==> src/rtl/arbiter_pkg.sv <==
// Shared types and defaults for the snoopy-bus round-robin arbiters.
package arbiter_pkg;

  typedef enum logic [1:0] {
    ARBITER_IDLE,
    ARBITER_GRANTED,
    ARBITER_RELEASE
  } ArbiterState;

  localparam int unsigned DEFAULT_MAX_HOLD_CYCLES = 64;

endpackage

==> src/rtl/round_robin_picker.sv <==
// Combinational round-robin winner selection: rotate so the device after
// lastGranted sits at bit 0, priority-encode, then rotate the index back.
module round_robin_picker #(
  parameter int unsigned NUMBER_OF_DEVICES = 4,
  parameter int unsigned ID_WIDTH          = $clog2(NUMBER_OF_DEVICES)
) (
  input  logic [NUMBER_OF_DEVICES-1:0] request,
  input  logic [ID_WIDTH-1:0]          lastGranted,
  output logic [ID_WIDTH-1:0]          winner,
  output logic                         anyRequest
);

  localparam int unsigned SUM_WIDTH = ID_WIDTH + 1;

  logic [2*NUMBER_OF_DEVICES-1:0] doubled;
  logic [NUMBER_OF_DEVICES-1:0]   rotated;
  logic [ID_WIDTH-1:0]            offset;
  logic [SUM_WIDTH-1:0]           shift;
  logic [SUM_WIDTH-1:0]           sum;

  // Offset search runs high-to-low so the lowest set bit wins.
  always_comb begin
    doubled = {request, request};
    shift   = {1'b0, lastGranted} + SUM_WIDTH'(1);
    rotated = NUMBER_OF_DEVICES'(doubled >> shift);
    offset  = '0;
    for (int i = int'(NUMBER_OF_DEVICES) - 1; i >= 0; i--) begin
      if (rotated[i]) offset = ID_WIDTH'(i);
    end
    sum = shift + {1'b0, offset};
    if (sum >= SUM_WIDTH'(NUMBER_OF_DEVICES)) sum = sum - SUM_WIDTH'(NUMBER_OF_DEVICES);
  end

  assign winner     = sum[ID_WIDTH-1:0];
  assign anyRequest = |request;

endmodule

==> src/rtl/bus_arbiter.sv <==
// Round-robin bus arbiter with a mandatory dead cycle between owners and a
// hold-limit counter that preempts an owner while others are waiting.
module bus_arbiter
  import arbiter_pkg::*;
#(
  parameter int unsigned NUMBER_OF_DEVICES = 4,
  parameter int unsigned ID_WIDTH          = $clog2(NUMBER_OF_DEVICES),
  parameter int unsigned MAX_HOLD_CYCLES   = DEFAULT_MAX_HOLD_CYCLES
) (
  input  logic                         clock,
  input  logic                         reset,
  input  logic [NUMBER_OF_DEVICES-1:0] request,
  output logic [NUMBER_OF_DEVICES-1:0] grant,
  output logic                         busy,
  output logic [ID_WIDTH-1:0]          grantedId
);

  localparam int unsigned HOLD_WIDTH = (MAX_HOLD_CYCLES > 0) ? $clog2(MAX_HOLD_CYCLES + 1) : 1;
  localparam int unsigned HOLD_LAST  = (MAX_HOLD_CYCLES > 0) ? MAX_HOLD_CYCLES - 1 : 0;

  ArbiterState                  state_q, state_d;
  logic [NUMBER_OF_DEVICES-1:0] grant_q, grant_d;
  logic                         busy_q, busy_d;
  logic [ID_WIDTH-1:0]          granted_id_q, granted_id_d;
  logic [ID_WIDTH-1:0]          last_granted_q, last_granted_d;
  logic [HOLD_WIDTH-1:0]        hold_q, hold_d;

  logic [ID_WIDTH-1:0]          winner;
  logic                         any_request;
  logic [NUMBER_OF_DEVICES-1:0] owner_mask;
  logic                         others_waiting;
  logic                         hold_at_limit;

  round_robin_picker #(
    .NUMBER_OF_DEVICES(NUMBER_OF_DEVICES),
    .ID_WIDTH         (ID_WIDTH)
  ) u_picker (
    .request    (request),
    .lastGranted(last_granted_q),
    .winner     (winner),
    .anyRequest (any_request)
  );

  assign owner_mask     = NUMBER_OF_DEVICES'(1) << granted_id_q;
  assign others_waiting = |(request & ~owner_mask);
  assign hold_at_limit  = (MAX_HOLD_CYCLES != 0) && (hold_q == HOLD_WIDTH'(HOLD_LAST));

  always_ff @(posedge clock) begin
    if (reset) begin
      state_q        <= ARBITER_IDLE;
      grant_q        <= '0;
      busy_q         <= 1'b0;
      granted_id_q   <= '0;
      last_granted_q <= ID_WIDTH'(NUMBER_OF_DEVICES - 1);
      hold_q         <= '0;
    end else begin
      state_q        <= state_d;
      grant_q        <= grant_d;
      busy_q         <= busy_d;
      granted_id_q   <= granted_id_d;
      last_granted_q <= last_granted_d;
      hold_q         <= hold_d;
    end
  end

  always_comb begin
    state_d        = state_q;
    grant_d        = grant_q;
    busy_d         = busy_q;
    granted_id_d   = granted_id_q;
    last_granted_d = last_granted_q;
    hold_d         = hold_q;
    case (state_q)
      ARBITER_IDLE, ARBITER_RELEASE: begin
        if (any_request) begin
          grant_d        = NUMBER_OF_DEVICES'(1) << winner;
          busy_d         = 1'b1;
          granted_id_d   = winner;
          last_granted_d = winner;
          hold_d         = '0;
          state_d        = ARBITER_GRANTED;
        end else begin
          grant_d = '0;
          busy_d  = 1'b0;
          state_d = ARBITER_IDLE;
        end
      end
      ARBITER_GRANTED: begin
        // A voluntary release takes precedence over hitting the hold limit.
        if (!request[granted_id_q] || (hold_at_limit && others_waiting)) begin
          grant_d = '0;
          busy_d  = 1'b0;
          state_d = ARBITER_RELEASE;
        end else if (hold_q != HOLD_WIDTH'(HOLD_LAST)) begin
          hold_d = hold_q + HOLD_WIDTH'(1);
        end
      end
      default: begin
        grant_d = '0;
        busy_d  = 1'b0;
        state_d = ARBITER_IDLE;
      end
    endcase
  end

  assign grant     = grant_q;
  assign busy      = busy_q;
  assign grantedId = granted_id_q;

  a_grant_onehot0: assert property (@(posedge clock) disable iff (reset) $onehot0(grant_q));
  a_no_grant_in_release: assert property (@(posedge clock) disable iff (reset)
    (state_q == ARBITER_RELEASE) |-> (grant_q == '0));

  for (genvar g = 0; g < int'(NUMBER_OF_DEVICES); g++) begin : g_grant_chk
    a_grant_had_request: assert property (@(posedge clock) disable iff (reset)
      grant_q[g] |-> $past(request[g]));
  end

endmodule
==> config.mk <==
export PLATFORM = sky130hd
export DESIGN_NAME = bus_arbiter
export DESIGN_NICKNAME = d
export VERILOG_FILES = /design/src/rtl/arbiter_pkg.sv /design/src/rtl/round_robin_picker.sv /design/src/rtl/bus_arbiter.sv
export SDC_FILE = /design/constraint.sdc
export NUM_CORES = 1
export LEC_CHECK = 0
export ABC_CLOCK_PERIOD_IN_PS = 4200
export CORE_UTILIZATION = 58
export DETAILED_ROUTE_END_ITERATION = 8
export PLACE_DENSITY = 0.82
export SYNTH_ARGS = -nofsm -noshare
export SYNTH_HDL_FRONTEND = slang
export SYNTH_SLANG_ARGS = --single-unit
==> constraint.sdc <==
create_clock -name clock -period 4.2 [get_ports clock]
set_input_delay 0.63 -clock clock [delete_from_list [all_inputs] [get_ports clock]]
set_output_delay 0.63 -clock clock [all_outputs]
set_load 0.05 [all_outputs]
==> After elaboration in Yosys (flattened, before gate mapping) <==
Cells that the tools add are included.
{ "word_totals": {"output_inout_bits": 7, "ff_bits": 18, "word_cells": 55} }
{ "op_classes": {"muxes": 20, "add_sub_neg": 4, "bitwise": 2, "n_eq_ne": 8, "order_cmp": 2, "n_shift": 3, "reduce_logical": 10} }
{ "ops": {"columns": ["operator", "n"], "rows": [
  ["7-bit two-way mux", 3],
  ["7-bit case mux with 2 select lines", 1],
  ["2-bit two-way mux", 6],
  ["4-bit two-way mux", 2],
  ["2-bit != test (second input constant)", 4],
  ["4-bit case mux with 2 select lines", 1],
  ["4-bit OR reduction", 2],
  ["1-bit by 2-bit << shifter with 4-bit output (first input constant)", 2],
  ["8-bit by 3-bit >> shifter with 4-bit output", 1],
  ["7-bit by 1-bit adder with 7-bit output (second input constant)", 1],
  ["7-bit by 6-bit == test with 1-bit output (second input constant)", 1],
  ["7-bit by 6-bit != test with 1-bit output (second input constant)", 1],
  ["4-bit bitwise AND", 1],
  ["1-bit two-way mux", 4],
  ["4-bit NOT", 1],
  ["2-bit case mux with 2 select lines", 1],
  ["4-bit AND reduction", 1],
  ["2-bit by 1-bit adder with 3-bit output (second input constant)", 1],
  ["3-bit by 2-bit adder with 3-bit output", 1],
  ["3-bit >= comparator (second input constant)", 1],
  ["2-bit by 3-bit < comparator with 1-bit output (second input constant)", 1],
  ["1-bit binary-select mux with 2-bit select", 1],
  ["2-bit by 1-bit == test with 1-bit output (second input constant)", 1],
  ["2-bit == test (second input constant)", 1],
  ["9 further kinds", 9]
]} }

==> Longest topological paths before layout <==
Gate-level depths: netlist of the first run.
{ "depth": {"word_depth": 12, "mapped_depth": 11} }

==> Modules after synthesis <==
A second synthesis of the first run with hierarchy kept.
{ "hier_totals": {"hier_cells": 119, "hier_area_um2": 1006.0} }
{ "by_module_without_submodules": {"columns": ["module", "cells_each", "seq_area_each_um2", "area_each_um2", "n_inst"], "rows": [
  ["bus_arbiter", 93, 340.3, 830.8, 1],
  ["round_robin_picker", 26, 0.0, 175.2, 1]
]} }

==> Worst setup path before layout of the first run <==
Ideal clock, no wire load.
{ "synth_timing": {"path_type": "input to register", "startpoint": "input port request[2]", "endpoint": "register grant_q[3], in the netlist grant[3]", "stages": 11, "slack_ns": 1.973, "arrival_time_ns": 2.105, "path_buffers": 1, "setup_ns": 0.122, "path_cell_list": "buf_2 > inv_1 > and3_1 > a21oi_1 > o21ai_0 > a21oi_1 > ha_1 > nand2b_1 > and2_1 > xor2_1 > o22ai_1"} }
{ "synth_between": {"elab_chain_len": 11, "word_cells_on_any_way": 21, "cone_classes": "add/sub: 2; order compare: 1; eq/ne: 1; shift: 2; mux: 9; bitwise: 1; reduce/logical: 5"} }
{ "synth_lines": {"columns": ["item", "line", "rtl"], "rows": [
  ["start: declaration", "bus_arbiter.sv:12", "input logic [NUMBER_OF_DEVICES-1:0] request,"],
  ["8-bit by 3-bit >> shifter with 4-bit output", "round_robin_picker.sv:25", "rotated = NUMBER_OF_DEVICES'(doubled >> shift);"],
  ["2-bit two-way mux (4 in a row)", "round_robin_picker.sv:28", "if (rotated[i]) offset = ID_WIDTH'(i);"],
  ["3-bit by 2-bit adder with 3-bit output", "round_robin_picker.sv:30", "sum = shift + {1'b0, offset};"],
  ["3-bit >= comparator / 2-bit by 1-bit subtractor with 2-bit output (equally long branches)", "round_robin_picker.sv:31", "if (sum >= SUM_WIDTH'(NUMBER_OF_DEVICES)) sum = sum - SUM_WIDTH'(NUMBER_OF_DEVICES);"],
  ["2-bit two-way mux", "round_robin_picker.sv:31", null],
  ["1-bit by 2-bit << shifter with 4-bit output", "bus_arbiter.sv:76", "grant_d = NUMBER_OF_DEVICES'(1) << winner;"],
  ["4-bit two-way mux", "bus_arbiter.sv:75", "if (any_request) begin"],
  ["4-bit case mux with 2 select lines", "bus_arbiter.sv:73", "case (state_q)"],
  ["end signal: assignment", "bus_arbiter.sv:58", "grant_q <= grant_d;"],
  ["end: declaration", "bus_arbiter.sv:22", "logic [NUMBER_OF_DEVICES-1:0] grant_q, grant_d;"]
]} }
Several ways; a longest one is shown, not always the timed one. The select of a mux whose other input is x is not followed.
A chain may end at the register's enable or synchronous reset.

==> Final worst setup path of the first run <==
{ "layout_timing": {"startpoint": "input port request[3]", "endpoint": "register grant_q[3], in the netlist grant[3]"} }
Same word-level chain as after synthesis.

==> qor.txt, run 1 <==
=================================================================================================
Commonest cells post-synth                                                           21 x sky130_fd_sc_hd__nor2_1, 18 x sky130_fd_sc_hd__dfxtp_1, 10 x sky130_fd_sc_hd__nand2_1, 7 x sky130_fd_sc_hd__inv_1
Root cell of the clock tree                                                          sky130_fd_sc_hd__clkbuf_4
Share of synthesized registers carrying an async set or reset                                  0%
Area of the die                                                                        2070 sq um
Number of failing hold endpoints at the final stage                                             0
Number of distinct library cell variants in the gate-level netlist after synthesis             42
Final-layout setup total negative slack                                                      0 ps
Pin slew with the least headroom to its limit                                              799 ps
Number of core rows                                                                            15
Total number of vias                                                                          931
Total power divided by cell area                                                      481 nW/um^2
Number of buffers created by CTS                                                                3
Number of antenna violations at the first check in global routing                               0
Worst-case clock buffer depth                                                                   2
Buffer count from post-CTS setup fixing                                                         0
Syn Inst Count                                                                                133
Clock net sink count                                                                           18
Area of the placeable core                                                             1750 sq um
Fillers                                                                                       157
Post-Synthesis Net Count                                                                      142
Kind of critical path                                                                   in -> reg
Static leakage power                                                                     0.446 nW
Critical Path AT                                                                          2880 ps
Via density                                                                                  5.68
Port bufs                                                                                      12
Worst setup SP type                                                                     input pin
Vertical die dimension                                                               45.4 microns
Die boundary width                                                                   45.4 microns
MaxCap Viol Count                                                                               0
Via count of the first global-routing pass                                                    835
Iteration-0 DRC count of the detailed router                                                   14
DRC                                                                                             0
Top fanout value on the critical path                                                          10
Area share of the largest cell type after synthesis                                         32.9%
Global route overflow                                                                           0
Fraction of layout instances using a drive strength above 1                                 7.19%
Most frequent cell after synthesis                                                   sky130_fd_sc_hd__nor2_1
CP max stage cell                                                                    sky130_fd_sc_hd__clkdlybuf4s50_1
Kind of capture point of the worst setup path                                            register
Initial core utilization                                                                    62.7%
Insertion delay to the later sink of the worst-skew pair                                   290 ps
Antenna-violating nets left                                                                     0
Setup repair after global routing missed its margin                                            no
Cell area after synthesis                                                              1090 sq um
Status                                                                               complete, no violations
Post-synth EDFFs                                                                                0
Min Clock Period, post-route                                                              2690 ps
Relative area change from synthesis to final layout                                         10.1%
Num ports                                                                                      13
Wire length of the first global-routing pass                                         3370 microns
Area leader, netlist                                                                 sky130_fd_sc_hd__dfxtp_1
Routability congestion estimate from global placement                                       0.868
Maximum resistive drop on vdd                                                              278 uV
Number of endpoints failing setup at the final stage                                            0
Top cells by area, synth                                                             sky130_fd_sc_hd__dfxtp_1 33%, sky130_fd_sc_hd__nor2_1 7.2%, sky130_fd_sc_hd__mux2i_1 3.7%
Antenna diodes                                                                                  0
Sequential-to-total area share from yosys stat                                              32.9%
Total global routing track utilization                                                      22.5%
Number of resized instances in the post-cts repair step                                         0
CP Data Required Time                                                                     4380 ps
Remaining max-slew budget at the tightest pin                                               46.8%
First-pass iteration count of the detailed router                                               4
Total count of max-transition violations in the final report                                    0
Synthesized area per cell                                                              8.23 sq um
Pin count of the biggest net entering global routing                                           20
Cell mode on critical path                                                           sky130_fd_sc_hd__a21oi_1
Timing-limited maximum frequency                                                          372 MHz
Leading register cell type out of synthesis                                          sky130_fd_sc_hd__dfxtp_1
HPWL reported at the end of detailed placement                                       1560 microns
Warnings from Yosys                                                                             0
Worst min path class                                                                   reg -> reg
Depth of the CTS H-tree                                                                         1
Post-cts hold buffer count                                                                      0
Chain of cells forming the critical path                                             clkdlybuf4s50_1, nor2_1, nor3_1, a21oi_1, o21ai_0, a21oi_1, ha_1, nand2b_1, and2_1, xor2_1, o22ai_1
WL per Instance                                                                      12.5 microns
Final routed wirelength across all metal layers                                      2040 microns
Number of register bits inferred by synthesis                                                  18
Clock transition at path regs                                                               90 ps
Dpl ws                                                                                    1220 ps
Setup skew after layout                                                                   1.53 ps
TritonCTS clock tree                                                                         done
Crit path largest cell delay                                                               570 ps
Final worst setup slack                                                                   1510 ps
Tcrit/Tclk final                                                                            64.1%
Final-stage net count                                                                         150
=================================================================================================
## cells in the final DEF, fill, tap and decap left out, types with 2 or more instances in the layout
| master | Yosys | layout |
|---|---|---|
| sky130_fd_sc_hd__a21oi_1 | 6 | 6 |
| sky130_fd_sc_hd__nand2_1 | 10 | 10 |
| sky130_fd_sc_hd__o21ai_0 | 3 | 3 |
| sky130_fd_sc_hd__nand3_1 | 2 | 2 |
| sky130_fd_sc_hd__inv_1 | 7 | 7 |
| sky130_fd_sc_hd__ha_1 | 3 | 3 |
| sky130_fd_sc_hd__o211ai_1 | 3 | 3 |
| sky130_fd_sc_hd__nand2b_1 | 6 | 6 |
| sky130_fd_sc_hd__or3_1 | 2 | 2 |
| sky130_fd_sc_hd__clkbuf_4 | 0 | 3 |
| sky130_fd_sc_hd__dfxtp_1 | 18 | 18 |
| sky130_fd_sc_hd__xor2_1 | 4 | 4 |
| sky130_fd_sc_hd__nor2_1 | 21 | 21 |
| sky130_fd_sc_hd__xnor2_1 | 2 | 2 |
| sky130_fd_sc_hd__nor2b_1 | 2 | 2 |
| sky130_fd_sc_hd__o22ai_1 | 4 | 4 |
| sky130_fd_sc_hd__clkdlybuf4s50_1 | 0 | 12 |
| sky130_fd_sc_hd__and3_1 | 2 | 2 |
| sky130_fd_sc_hd__nor4_1 | 2 | 2 |
| sky130_fd_sc_hd__nor3_1 | 4 | 4 |
| sky130_fd_sc_hd__mux2i_1 | 4 | 4 |
## registers in the layout, indices dropped and copies added (netlist names)
name and flops:
last_granted_q 2, grant 4, state_q 2, grantedId 2, hold_q 7, busy 1
## worst paths after layout
kind                startpoint          to  slack [ps]  cells after the start
max                 request[3]    grant[3]        1510                     11
min                 state_q[1]  state_q[1]         460                      1
max reg2reg  last_granted_q[0]    grant[3]        2170                      9
min reg2reg         state_q[1]  state_q[1]         460                      1
## cell families (layout without fill, tap and decap cells)
family          Yosys count  count (layout)  share of synthesized area [%]
xor+xnor                  6               6                           4.80
compound gates           25              25                           15.9
mux                       5               5                           5.71
fa+ha+maj                 3               3                           3.43
buf+inv                  16              22                           8.23
simple gates             60              60                           29.0
flops                    18              18                           32.9
## through the flow
step	instance area [sq um]	power [mW]	instances	hold slack, ps	utilization [%]
2_1_floorplan	1090	0.440	133	411	-
3_3_place_gp	1180	0.494	161	440	67.7
6_report	1200	0.580	164	461	69.0
3_5_place_dp	1180	0.499	161	443	67.7
4_1_cts	1200	0.582	164	466	69.0
5_1_grt	1200	0.617	164	484	69.0
## critical path, delay by kind of cell
kind | cells | cell delay (ps)
AND/OR/NAND/NOR | 4 | 650
buffers and inverters | 1 | 570
AO/OA/AOI/OAI | 4 | 550
adder cells (fa/ha/maj) | 1 | 270
XOR/XNOR | 1 | 200
## metal layers
layer,GRT usage (%),vias up,share of wire (%)
met5,0,-,0
met4,5.45,0,1.2
met3,5.95,5,4.6
met2,38.6,21,48
met1,27.8,429,46
li1,-,476,-
## final cells by class
type	instances	area, sq um	area share [%]
Multi-Input combinational cell	99	644	53.5
Sequential cell	18	360	29.9
Timing Repair Buffer	12	120	9.97
Tap cell	25	31.3	2.60
Inverter	7	26.3	2.18
Clock buffer	3	22.5	1.87
## where the power goes
part / internal [mW] / switching (mW)
Clock: 0.0334 / 0.0501
Sequential: 0.198 / 0.0346
Combinational: 0.105 / 0.159
Total: 0.337 / 0.243
Note: power is estimated with default switching activity, not from simulation.
==> run 2, diff against run 1 <==
--- a/config.mk
+++ b/config.mk
@@ -5,10 +5,10 @@
 export SDC_FILE = /design/constraint.sdc
 export NUM_CORES = 1
 export LEC_CHECK = 0
-export ABC_CLOCK_PERIOD_IN_PS = 4200
-export CORE_UTILIZATION = 58
+export ABC_CLOCK_PERIOD_IN_PS = 2400
+export CORE_UTILIZATION = 49
 export DETAILED_ROUTE_END_ITERATION = 8
-export PLACE_DENSITY = 0.82
+export PLACE_DENSITY = 0.74
 export SYNTH_ARGS = -nofsm -noshare
 export SYNTH_HDL_FRONTEND = slang
 export SYNTH_SLANG_ARGS = --single-unit
==> constraint.sdc (replaced) <==
create_clock -name clock -period 2.4 [get_ports clock]
set_input_delay 0.36 -clock clock [delete_from_list [all_inputs] [get_ports clock]]
set_output_delay 0.36 -clock clock [all_outputs]
set_load 0.05 [all_outputs]
==> qor.txt, run 2 (synthesized netlist as in run 1, its figures left out) <==
=====================================================================================
Buffer count from post-CTS setup fixing                                             0
Number of endpoints failing setup at the final stage                                0
Number of failing hold endpoints at the final stage                                 0
Total number of vias                                                              962
Non-Filler Instances                                                              178
Most flop-heavy register                                                       hold_q
Iteration-0 DRC count of the detailed router                                       28
Fraction of layout instances using a drive strength above 1                     14.6%
TritonCTS clock tree                                                             done
Placed cell area                                                           1270 sq um
Final routed wirelength across all metal layers                          2080 microns
Number of buffers created by CTS                                                    3
Clock transition at path regs                                                   90 ps
Pin count of the biggest net entering global routing                               20
Top fanout value on the critical path                                               6
Initial core utilization                                                        54.1%
Status                                                                   complete, no violations
Final-stage net count                                                             162
Area of the placeable core                                                 2020 sq um
Routability congestion estimate from global placement                           0.817
Cells after DPL                                                                   175
Worst min path class                                                       reg -> reg
Kind of critical path                                                       in -> reg
Final worst setup slack                                                        219 ps
Fillers                                                                           176
Relative area change from synthesis to final layout                             18.5%
Dpl ws                                                                       -65.7 ps
Hold Crit Depth                                                                     2
Antenna diodes                                                                      0
Num ports                                                                          13
Vertical die dimension                                                   49.3 microns
Setup repair after global routing missed its margin                                no
Worst setup SP type                                                         input pin
WL per Instance                                                          11.7 microns
Global route overflow                                                               0
Tcrit/Tclk final                                                                90.9%
Crit path largest cell delay                                                   500 ps
HPWL reported at the end of detailed placement                           1660 microns
Remaining max-slew budget at the tightest pin                                   61.8%
Cell mode on critical path                                               sky130_fd_sc_hd__a21oi_1
MaxCap Viol Count                                                                   0
Depth of the CTS H-tree                                                             1
Final cell area excluding filler cells                                     1300 sq um
Number of core rows                                                                16
Post-cts hold buffer count                                                          0
Antenna-violating nets left                                                         0
DRC                                                                                 0
Total power divided by cell area                                          795 nW/um^2
Area of combinational cells with multiple inputs                            644 sq um
Depth of the most critical reg-to-reg path                                          8
Chain of cells forming the critical path                                 clkdlybuf4s50_1, nor2_1, nor3_1, a21oi_1, o21ai_0, a21oi_1, ha_1, nand2b_1, a2111o_1, o311ai_1
CP max stage cell                                                        sky130_fd_sc_hd__clkdlybuf4s50_1
Commonest cells after routing, fill and taps aside                       21 x sky130_fd_sc_hd__nor2_1, 18 x sky130_fd_sc_hd__dfxtp_1, 12 x sky130_fd_sc_hd__clkdlybuf4s50_1, 12 x sky130_fd_sc_hd__buf_4, 10 x sky130_fd_sc_hd__nand2_1
Setup skew after layout                                                       1.41 ps
Via count of the first global-routing pass                                        883
Most frequent standard cell in the layout excluding fill and tap cells   sky130_fd_sc_hd__nor2_1
Worst-case clock buffer depth                                                       2
Via density                                                                      5.40
Total count of max-transition violations in the final report                        0
Static leakage power                                                         0.505 nW
Kind of capture point of the worst setup path                                register
Critical Path AT                                                              2360 ps
Clock net sink count                                                               18
Total global routing track utilization                                          19.0%
Wire length of the first global-routing pass                             3670 microns
Port bufs                                                                          12
CP Data Required Time                                                         2580 ps
Timing-limited maximum frequency                                              459 MHz
First-pass iteration count of the detailed router                                   4
Pin slew with the least headroom to its limit                                  571 ps
Post-layout power                                                             1.03 mW
Area of the die                                                            2430 sq um
Number of antenna violations at the first check in global routing                   0
Maximum resistive drop on vdd                                                  505 uV
Min Clock Period, post-route                                                  2180 ps
Final-layout setup total negative slack                                          0 ps
Number of resized instances in the post-cts repair step                             0
Max reg flops                                                                       7
Die boundary width                                                       49.3 microns
Register area                                                               360 sq um
Insertion delay to the later sink of the worst-skew pair                       280 ps
Root cell of the clock tree                                              sky130_fd_sc_hd__clkbuf_4
=====================================================================================
## run 2: final cells by class
class	count	area share [%]
Multi-Input combinational cell	99	49.7
Tap cell	27	2.60
Inverter	7	2.03
Sequential cell	18	27.8
Timing Repair Buffer	24	16.2
Clock buffer	3	1.74
## run 2: metrics by stage
step	hold WS, ps	util [%]
6_report	460	64.2
5_1_grt	475	64.2
4_1_cts	464	64.2
3_5_place_dp	446	63.1
3_3_place_gp	440	63.1
2_1_floorplan	411	-
## run 2: final timing paths
kind,start,endpoint,slack [ps]
max,request[3],grantedId[1],220
min,grant[3],grant[3],460
max reg2reg,last_granted_q[0],grantedId[1],390
min reg2reg,grant[3],grant[3],460
## run 2: where the power goes
group	internal [mW]	switching, mW
Combinational	0.203	0.284
Sequential	0.347	0.0591
Clock	0.0582	0.0806
Total	0.608	0.424
## run 2: layer usage
metal,track usage (%),wire (microns)
met1,24.2,1030
met3,4.67,74
met4,1.47,2
met2,33.1,966
met5,0,0
## run 2: critical path: cells and delay by family
kind	cells	cell delay [ps]
compound gates	5	940
simple gates	3	320
fa+ha+maj	1	220
buf+inv	1	500
